**config.mk**
```make
export PLATFORM = sky130hd
export DESIGN_NAME = axis_header_filter
export DESIGN_NICKNAME = d
export VERILOG_FILES = /design/src/rtl/axis_filter_pkg.sv /design/src/rtl/axis_filter_stats.sv /design/src/rtl/axis_header_filter.sv
export SDC_FILE = /design/constraint.sdc
export NUM_CORES = 1
export LEC_CHECK = 0
export CAP_MARGIN = 20
export CORE_MARGIN = 2
export CORE_UTILIZATION = 43
export CTS_CLUSTER_SIZE = 25
export DETAILED_ROUTE_END_ITERATION = 10
export GPL_TIMING_DRIVEN = 0
export PLACE_DENSITY = 0.83
export SLEW_MARGIN = 30
export SYNTH_ARGS = -nofsm -noshare
export SYNTH_HDL_FRONTEND = slang
export SYNTH_SLANG_ARGS = --single-unit
```
**constraint.sdc**
```tcl
create_clock -name clk -period 2.2 [get_ports clk]
set_clock_uncertainty 0.1 [all_clocks]
set_input_delay 0.33 -clock clk [delete_from_list [all_inputs] [get_ports clk]]
set_output_delay 0.33 -clock clk [all_outputs]
set_load 0.02 [all_outputs]
```
**src/rtl/axis_filter_pkg.sv**
```systemverilog
// Shared types and the header compare used by the header filter.
package axis_filter_pkg;

  // Widest header the compare function accepts; narrower headers are zero-extended.
  localparam int HDR_MAX_BITS = 256;

  // Packet-level filter state.
  typedef enum logic [1:0] {
    FIRST = 2'd0,
    PASS  = 2'd1,
    DROP  = 2'd2
  } state_t;

  // A header hits when every masked bit equals the match value; invert flips the sense.
  function automatic logic header_match(
    input logic [HDR_MAX_BITS-1:0] header,
    input logic [HDR_MAX_BITS-1:0] match,
    input logic [HDR_MAX_BITS-1:0] mask,
    input logic                    invert
  );
    return (((header ^ match) & mask) == '0) ^ invert;
  endfunction

endpackage

```
**src/rtl/axis_filter_stats.sv**
```systemverilog
// Two saturating packet counters driven by single-cycle strobes.
module axis_filter_stats #(
  parameter int STAT_CTR_WIDTH = 32
) (
  input  logic                      clk,
  input  logic                      aresetn,
  input  logic                      inc_pass,
  input  logic                      inc_drop,
  output logic [STAT_CTR_WIDTH-1:0] stat_passed,
  output logic [STAT_CTR_WIDTH-1:0] stat_dropped
);

  // Count forwarded and dropped packets, sticking at all-ones instead of wrapping.
  always_ff @(posedge clk or negedge aresetn) begin
    if (!aresetn) begin
      stat_passed  <= '0;
      stat_dropped <= '0;
    end else begin
      if (inc_pass && (stat_passed != '1)) begin
        stat_passed <= stat_passed + 1'b1;
      end
      if (inc_drop && (stat_dropped != '1)) begin
        stat_dropped <= stat_dropped + 1'b1;
      end
    end
  end

endmodule

```
**src/rtl/axis_header_filter.sv**
```systemverilog
// Header-based packet filter: decides pass/drop on the first beat of each packet,
// forwards passed beats through one register slice, and counts packets.
//
// Handshake: a beat moves across an interface on a clock edge where tvalid && tready
// are both high; a source holds its beat stable while tvalid && !tready, and tready
// never depends on the same interface's tvalid.
module axis_header_filter
  import axis_filter_pkg::*;
#(
  parameter int AXIS_BYTES          = 1,
  parameter int AXIS_USER_BITS      = 1,
  parameter int HEADER_LENGTH_BYTES = 1,
  parameter int STAT_CTR_WIDTH      = 32
) (
  input  logic                             clk,
  input  logic                             aresetn,
  input  logic [HEADER_LENGTH_BYTES*8-1:0] cfg_match,
  input  logic [HEADER_LENGTH_BYTES*8-1:0] cfg_mask,
  input  logic                             cfg_invert,
  output logic                             axis_i_tready,
  input  logic                             axis_i_tvalid,
  input  logic                             axis_i_tlast,
  input  logic [AXIS_BYTES-1:0]            axis_i_tkeep,
  input  logic [AXIS_BYTES*8-1:0]          axis_i_tdata,
  input  logic [AXIS_USER_BITS-1:0]        axis_i_tuser,
  input  logic [HEADER_LENGTH_BYTES*8-1:0] axis_i_header,
  input  logic                             axis_o_tready,
  output logic                             axis_o_tvalid,
  output logic                             axis_o_tlast,
  output logic [AXIS_BYTES-1:0]            axis_o_tkeep,
  output logic [AXIS_BYTES*8-1:0]          axis_o_tdata,
  output logic [AXIS_USER_BITS-1:0]        axis_o_tuser,
  output logic [HEADER_LENGTH_BYTES*8-1:0] axis_o_header,
  output logic [STAT_CTR_WIDTH-1:0]        stat_passed,
  output logic [STAT_CTR_WIDTH-1:0]        stat_dropped,
  output state_t                           dbg_state
);

  state_t state;
  state_t state_nxt;
  logic   hit;
  logic   pass_beat;
  logic   slice_free;
  logic   accept;

  // The compare only matters on a FIRST beat; later beats follow the latched state,
  // so configuration changes mid-packet have no effect.
  assign hit = header_match(HDR_MAX_BITS'(axis_i_header), HDR_MAX_BITS'(cfg_match),
                            HDR_MAX_BITS'(cfg_mask), cfg_invert);

  // Per-beat pass/drop decision.
  always_comb begin
    pass_beat = 1'b0;
    case (state)
      FIRST:   pass_beat = hit;
      PASS:    pass_beat = 1'b1;
      default: pass_beat = 1'b0;
    endcase
  end

  // Passed beats wait for room in the slice; dropped beats are always swallowed.
  assign slice_free    = !axis_o_tvalid || axis_o_tready;
  assign axis_i_tready = aresetn && (pass_beat ? slice_free : 1'b1);
  assign accept        = axis_i_tvalid && axis_i_tready;
  assign dbg_state     = state;

  // Next-state logic: only accepted beats move the packet FSM.
  always_comb begin
    state_nxt = state;
    if (accept) begin
      case (state)
        FIRST: begin
          if (!axis_i_tlast) begin
            state_nxt = hit ? PASS : DROP;
          end
        end
        PASS, DROP: begin
          if (axis_i_tlast) begin
            state_nxt = FIRST;
          end
        end
        default: state_nxt = FIRST;
      endcase
    end
  end

  // Packet FSM state register.
  always_ff @(posedge clk or negedge aresetn) begin
    if (!aresetn) begin
      state <= FIRST;
    end else begin
      state <= state_nxt;
    end
  end

  // Output register slice: load on a passed beat, drain on downstream ready, hold otherwise.
  always_ff @(posedge clk or negedge aresetn) begin
    if (!aresetn) begin
      axis_o_tvalid <= 1'b0;
      axis_o_tlast  <= 1'b0;
      axis_o_tkeep  <= '0;
      axis_o_tdata  <= '0;
      axis_o_tuser  <= '0;
      axis_o_header <= '0;
    end else if (accept && pass_beat) begin
      axis_o_tvalid <= 1'b1;
      axis_o_tlast  <= axis_i_tlast;
      axis_o_tkeep  <= axis_i_tkeep;
      axis_o_tdata  <= axis_i_tdata;
      axis_o_tuser  <= axis_i_tuser;
      axis_o_header <= axis_i_header;
    end else if (axis_o_tready) begin
      axis_o_tvalid <= 1'b0;
    end
  end

  axis_filter_stats #(
    .STAT_CTR_WIDTH(STAT_CTR_WIDTH)
  ) u_stats (
    .clk          (clk),
    .aresetn      (aresetn),
    .inc_pass     (accept && axis_i_tlast && pass_beat),
    .inc_drop     (accept && axis_i_tlast && !pass_beat),
    .stat_passed  (stat_passed),
    .stat_dropped (stat_dropped)
  );

endmodule

```
==> impl_metrics.json <==
{
  "outcome": "finished, violations left",
  "violations": "setup timing",
  "dp.cells": 619,
  "vias": 3514,
  "numCtsBuffers": 9,
  "grt-busiest-layer": "met2",
  "cts_max_level": 3,
  "synth_area_sq_mm": 0.00416,
  "path_delay_family": "simple AND/OR/NAND/NOR gates",
  "root_buffer": "clkbuf_8",
  "dp_slack_ns": -0.879,
  "rsz0062_at_grt": "yes",
  "dieWidth_um": 102,
  "fmax_ghz": 0.427,
  "grt_pass1_vias": 3544,
  "hold_viol_final": 0,
  "rows": 35,
  "power_mw": 5.52,
  "slew_violations": 0,
  "cellLeakagePower_nw": 2.81,
  "layout-drive-gt1-share_pct": 26.8,
  "path_cells": "and4_4, nand4_1, or4_4, nor4_4, a21oi_4, buf_12, mux2_2",
  "critical_path_class": "flip-flop to flip-flop",
  "portBuffers": 126,
  "post-route-drc-count": 0,
  "reg2reg_from": "u_stats.stat_passed[10]$_DFFE_PN0P_",
  "final_cell_mix": "100 x clkdlybuf4s50_1, 76 x dfrtp_1, 43 x xnor2_1",
  "crit_slowest_cell": "or4_4",
  "ys_seq_area_share_pct": 51.7,
  "tightest_slew_ns": 0.565,
  "drtAntennaViolNets": 0,
  "worst_setup_path_end_kind": "flip-flop",
  "die_y_um": 102,
  "clk_path_buf_depth": 2,
  "coreArea_sq_mm": 0.00933,
  "synthFlopType": "dfrtp_1",
  "nNetsFinal": 576,
  "grt_usage_pct": 21.6,
  "io-pin-count": 127,
  "synth-seq-cells": 86,
  "yosysUniqueCellTypes": 44,
  "use_met2_pct": 37.7,
  "synth-edff-count": 0,
  "grt_pass1_wl_um": 17500,
  "grtUsageMet1_pct": 26.5,
  "post-route-worst-setup-slack_ns": -0.141,
  "via_per_inst": 5.28,
  "wire_per_inst_um": 17.4,
  "overflow": 0,
  "critPathMaxStageDelay_ns": 0.60,
  "hold_end": "axis_o_header[0]$_DFFE_PN0P_",
  "final_common_cell": "clkdlybuf4s50_1",
  "dr.pass1.iters": 4,
  "cts_sinks": 86,
  "period_minus_slack_ns": 2.34,
  "placed_area_sq_mm": 0.00567,
  "hold_depth": 2,
  "die_area_sq_mm": 0.0105,
  "clk_latency_ns": 0.36,
  "yosysTopAreaCell": "dfrtp_1",
  "syn_to_final_growth_pct": 54.8,
  "setup_viol": 27,
  "detail_route.iter0.violations": 120,
  "crit_required_ns": 2.35,
  "dp.final_hpwl_um": 7560,
  "design_area_sq_mm": 0.00644,
  "path_buf_inv": 1,
  "grt_start_max_net_pins": 45,
  "drt-total-wl_um": 11600,
  "yosysTopAreaCellShare_pct": 51.7,
  "start_util_pct": 44.6,
  "clk_pin_slew_ns": 0.10,
  "synth_area_per_cell_sq_um": 11.5,
  "drv_cap": 0,
  "reg2reg_depth": 7,
  "diodes": 0,
  "antenna_found_initial": 0,
  "reg2reg_setup_slack_ns": -0.14,
  "yosys_warnings": 0,
  "syn_nets": 407,
  "min-delay-start": "axis_i_header[0]",
  "period_share_pct": 106,
  "powerDensity_mw_per_mm2": 857,
  "cp.arrival_ns": 2.49,
  "maxSlewHeadroom_pct": 62.2,
  "ys_top_cells_by_area": "dfrtp_1 52%, xnor2_1 9.9%, xor2_1 4.8%",
  "cp_max_fo": 6,
  "worstReg2RegEnd": "u_stats.stat_passed[1]$_DFFE_PN0P_",
  "cts_tree": "done",
  "place.gp.congestion": 0.750,
  "start_kind": "flip-flop",
  "async_flop_share_pct": 100,
  "grtUsageMet3_pct": 4.17,
  "final_cells": 666,
  "hold_class": "primary input to flip-flop",
  "netlist_instances": 363,
  "irDropWorstVdd_mv": 0.592
}
final cells by class:
type                       instances  area (sq um)
buffer                             4          47.5
clock buffer                       9           124
clock inverter                     7           145
fill                             674          2880
inverter                           8          30.0
multi-input combinational        264          2200
sequential                        86          2160
tap                              129           161
timing repair buffer             159          1580
cells by family (layout without fill, tap and decap cells):
| kind of cell | after synthesis | count (layout) | synth area share, % |
|---|---|---|---|
| adders and majority gates | 4 | 4 | 1.20 |
| and+or+nand+nor | 148 | 148 | 20.2 |
| buffers and inverters | 13 | 187 | 1.77 |
| AOI/OAI and AO/OA | 20 | 20 | 3.28 |
| muxes | 21 | 21 | 6.43 |
| xor gates and xnor gates | 71 | 71 | 15.4 |
| DFF | 86 | 86 | 51.7 |
through the flow:
stage / utilization, % / hold WS (ns) / setup TNS (ns)
after floorplan: - / -0.0656 / -0.412
after global placement: 60.5 / 0.373 / -516.13
after detailed placement: 60.8 / 0.187 / -51.21
after CTS: 67.2 / 0.136 / -0.589
after global routing: 69.1 / 0.133 / -3.13
final: 69.1 / 0.143 / -1.60
layer usage:
layer	vias up	routed length (um)
met4	0	292
met1	1755	4760
met2	108	6030
li1	1627	-
met5	-	0
met3	24	491
sequential cells by signal, indices dropped and copies added, names as in the netlist:
name,count
axis_o_tkeep,1
axis_o_tvalid,1
u_stats.stat_dropped,32
axis_o_tdata,8
axis_o_tuser,1
axis_o_tlast,1
dbg_state,2
axis_o_header,8
u_stats.stat_passed,32
how the worst max path moves through the flow:
stage	startpoint	endpoint	slack, ns	cells after the start
2_1_floorplan	cfg_match[7]	axis_o_header[5]$_DFFE_PN0P_	-0.04	8
3_3_place_gp	aresetn	u_stats.stat_dropped[23]$_DFFE_PN0P_	-3.97	8
3_5_place_dp	aresetn	u_stats.stat_dropped[23]$_DFFE_PN0P_	-0.88	9
4_1_cts	u_stats.stat_passed[10]$_DFFE_PN0P_	u_stats.stat_passed[1]$_DFFE_PN0P_	-0.09	7
5_1_grt	u_stats.stat_passed[10]$_DFFE_PN0P_	u_stats.stat_passed[1]$_DFFE_PN0P_	-0.18	7
6_report	u_stats.stat_passed[10]$_DFFE_PN0P_	u_stats.stat_passed[1]$_DFFE_PN0P_	-0.14	7
repair_timing:
action | 4_1_cts | 5_1_grt
cloned | 2 | 2
gates resized for setup | 65 | 54
pin swaps | 20 | 44
hold buffers | 5 | 0
endpoints found under the hold margin | 44 | 0
buffers inserted | 16 | 8
setup endpoints to repair | 81 | 75
synthesized netlist by cell type (8+ instances only):
library cell,number
inv_1,8
mux2_4,9
and3_1,20
dfrtp_1,86
nand3_1,28
nand4_1,23
xnor2_1,47
nor2_1,18
nand2_1,25
mux2_2,10
xor2_1,23
where the power goes:
part	leakage (nW)	internal, mW	switching (mW)
sequential	1.13	1.84	0.201
combinational	1.54	1.03	0.955
clock	0.135	0.878	0.612
Note: power is estimated with default switching activity, not from simulation.
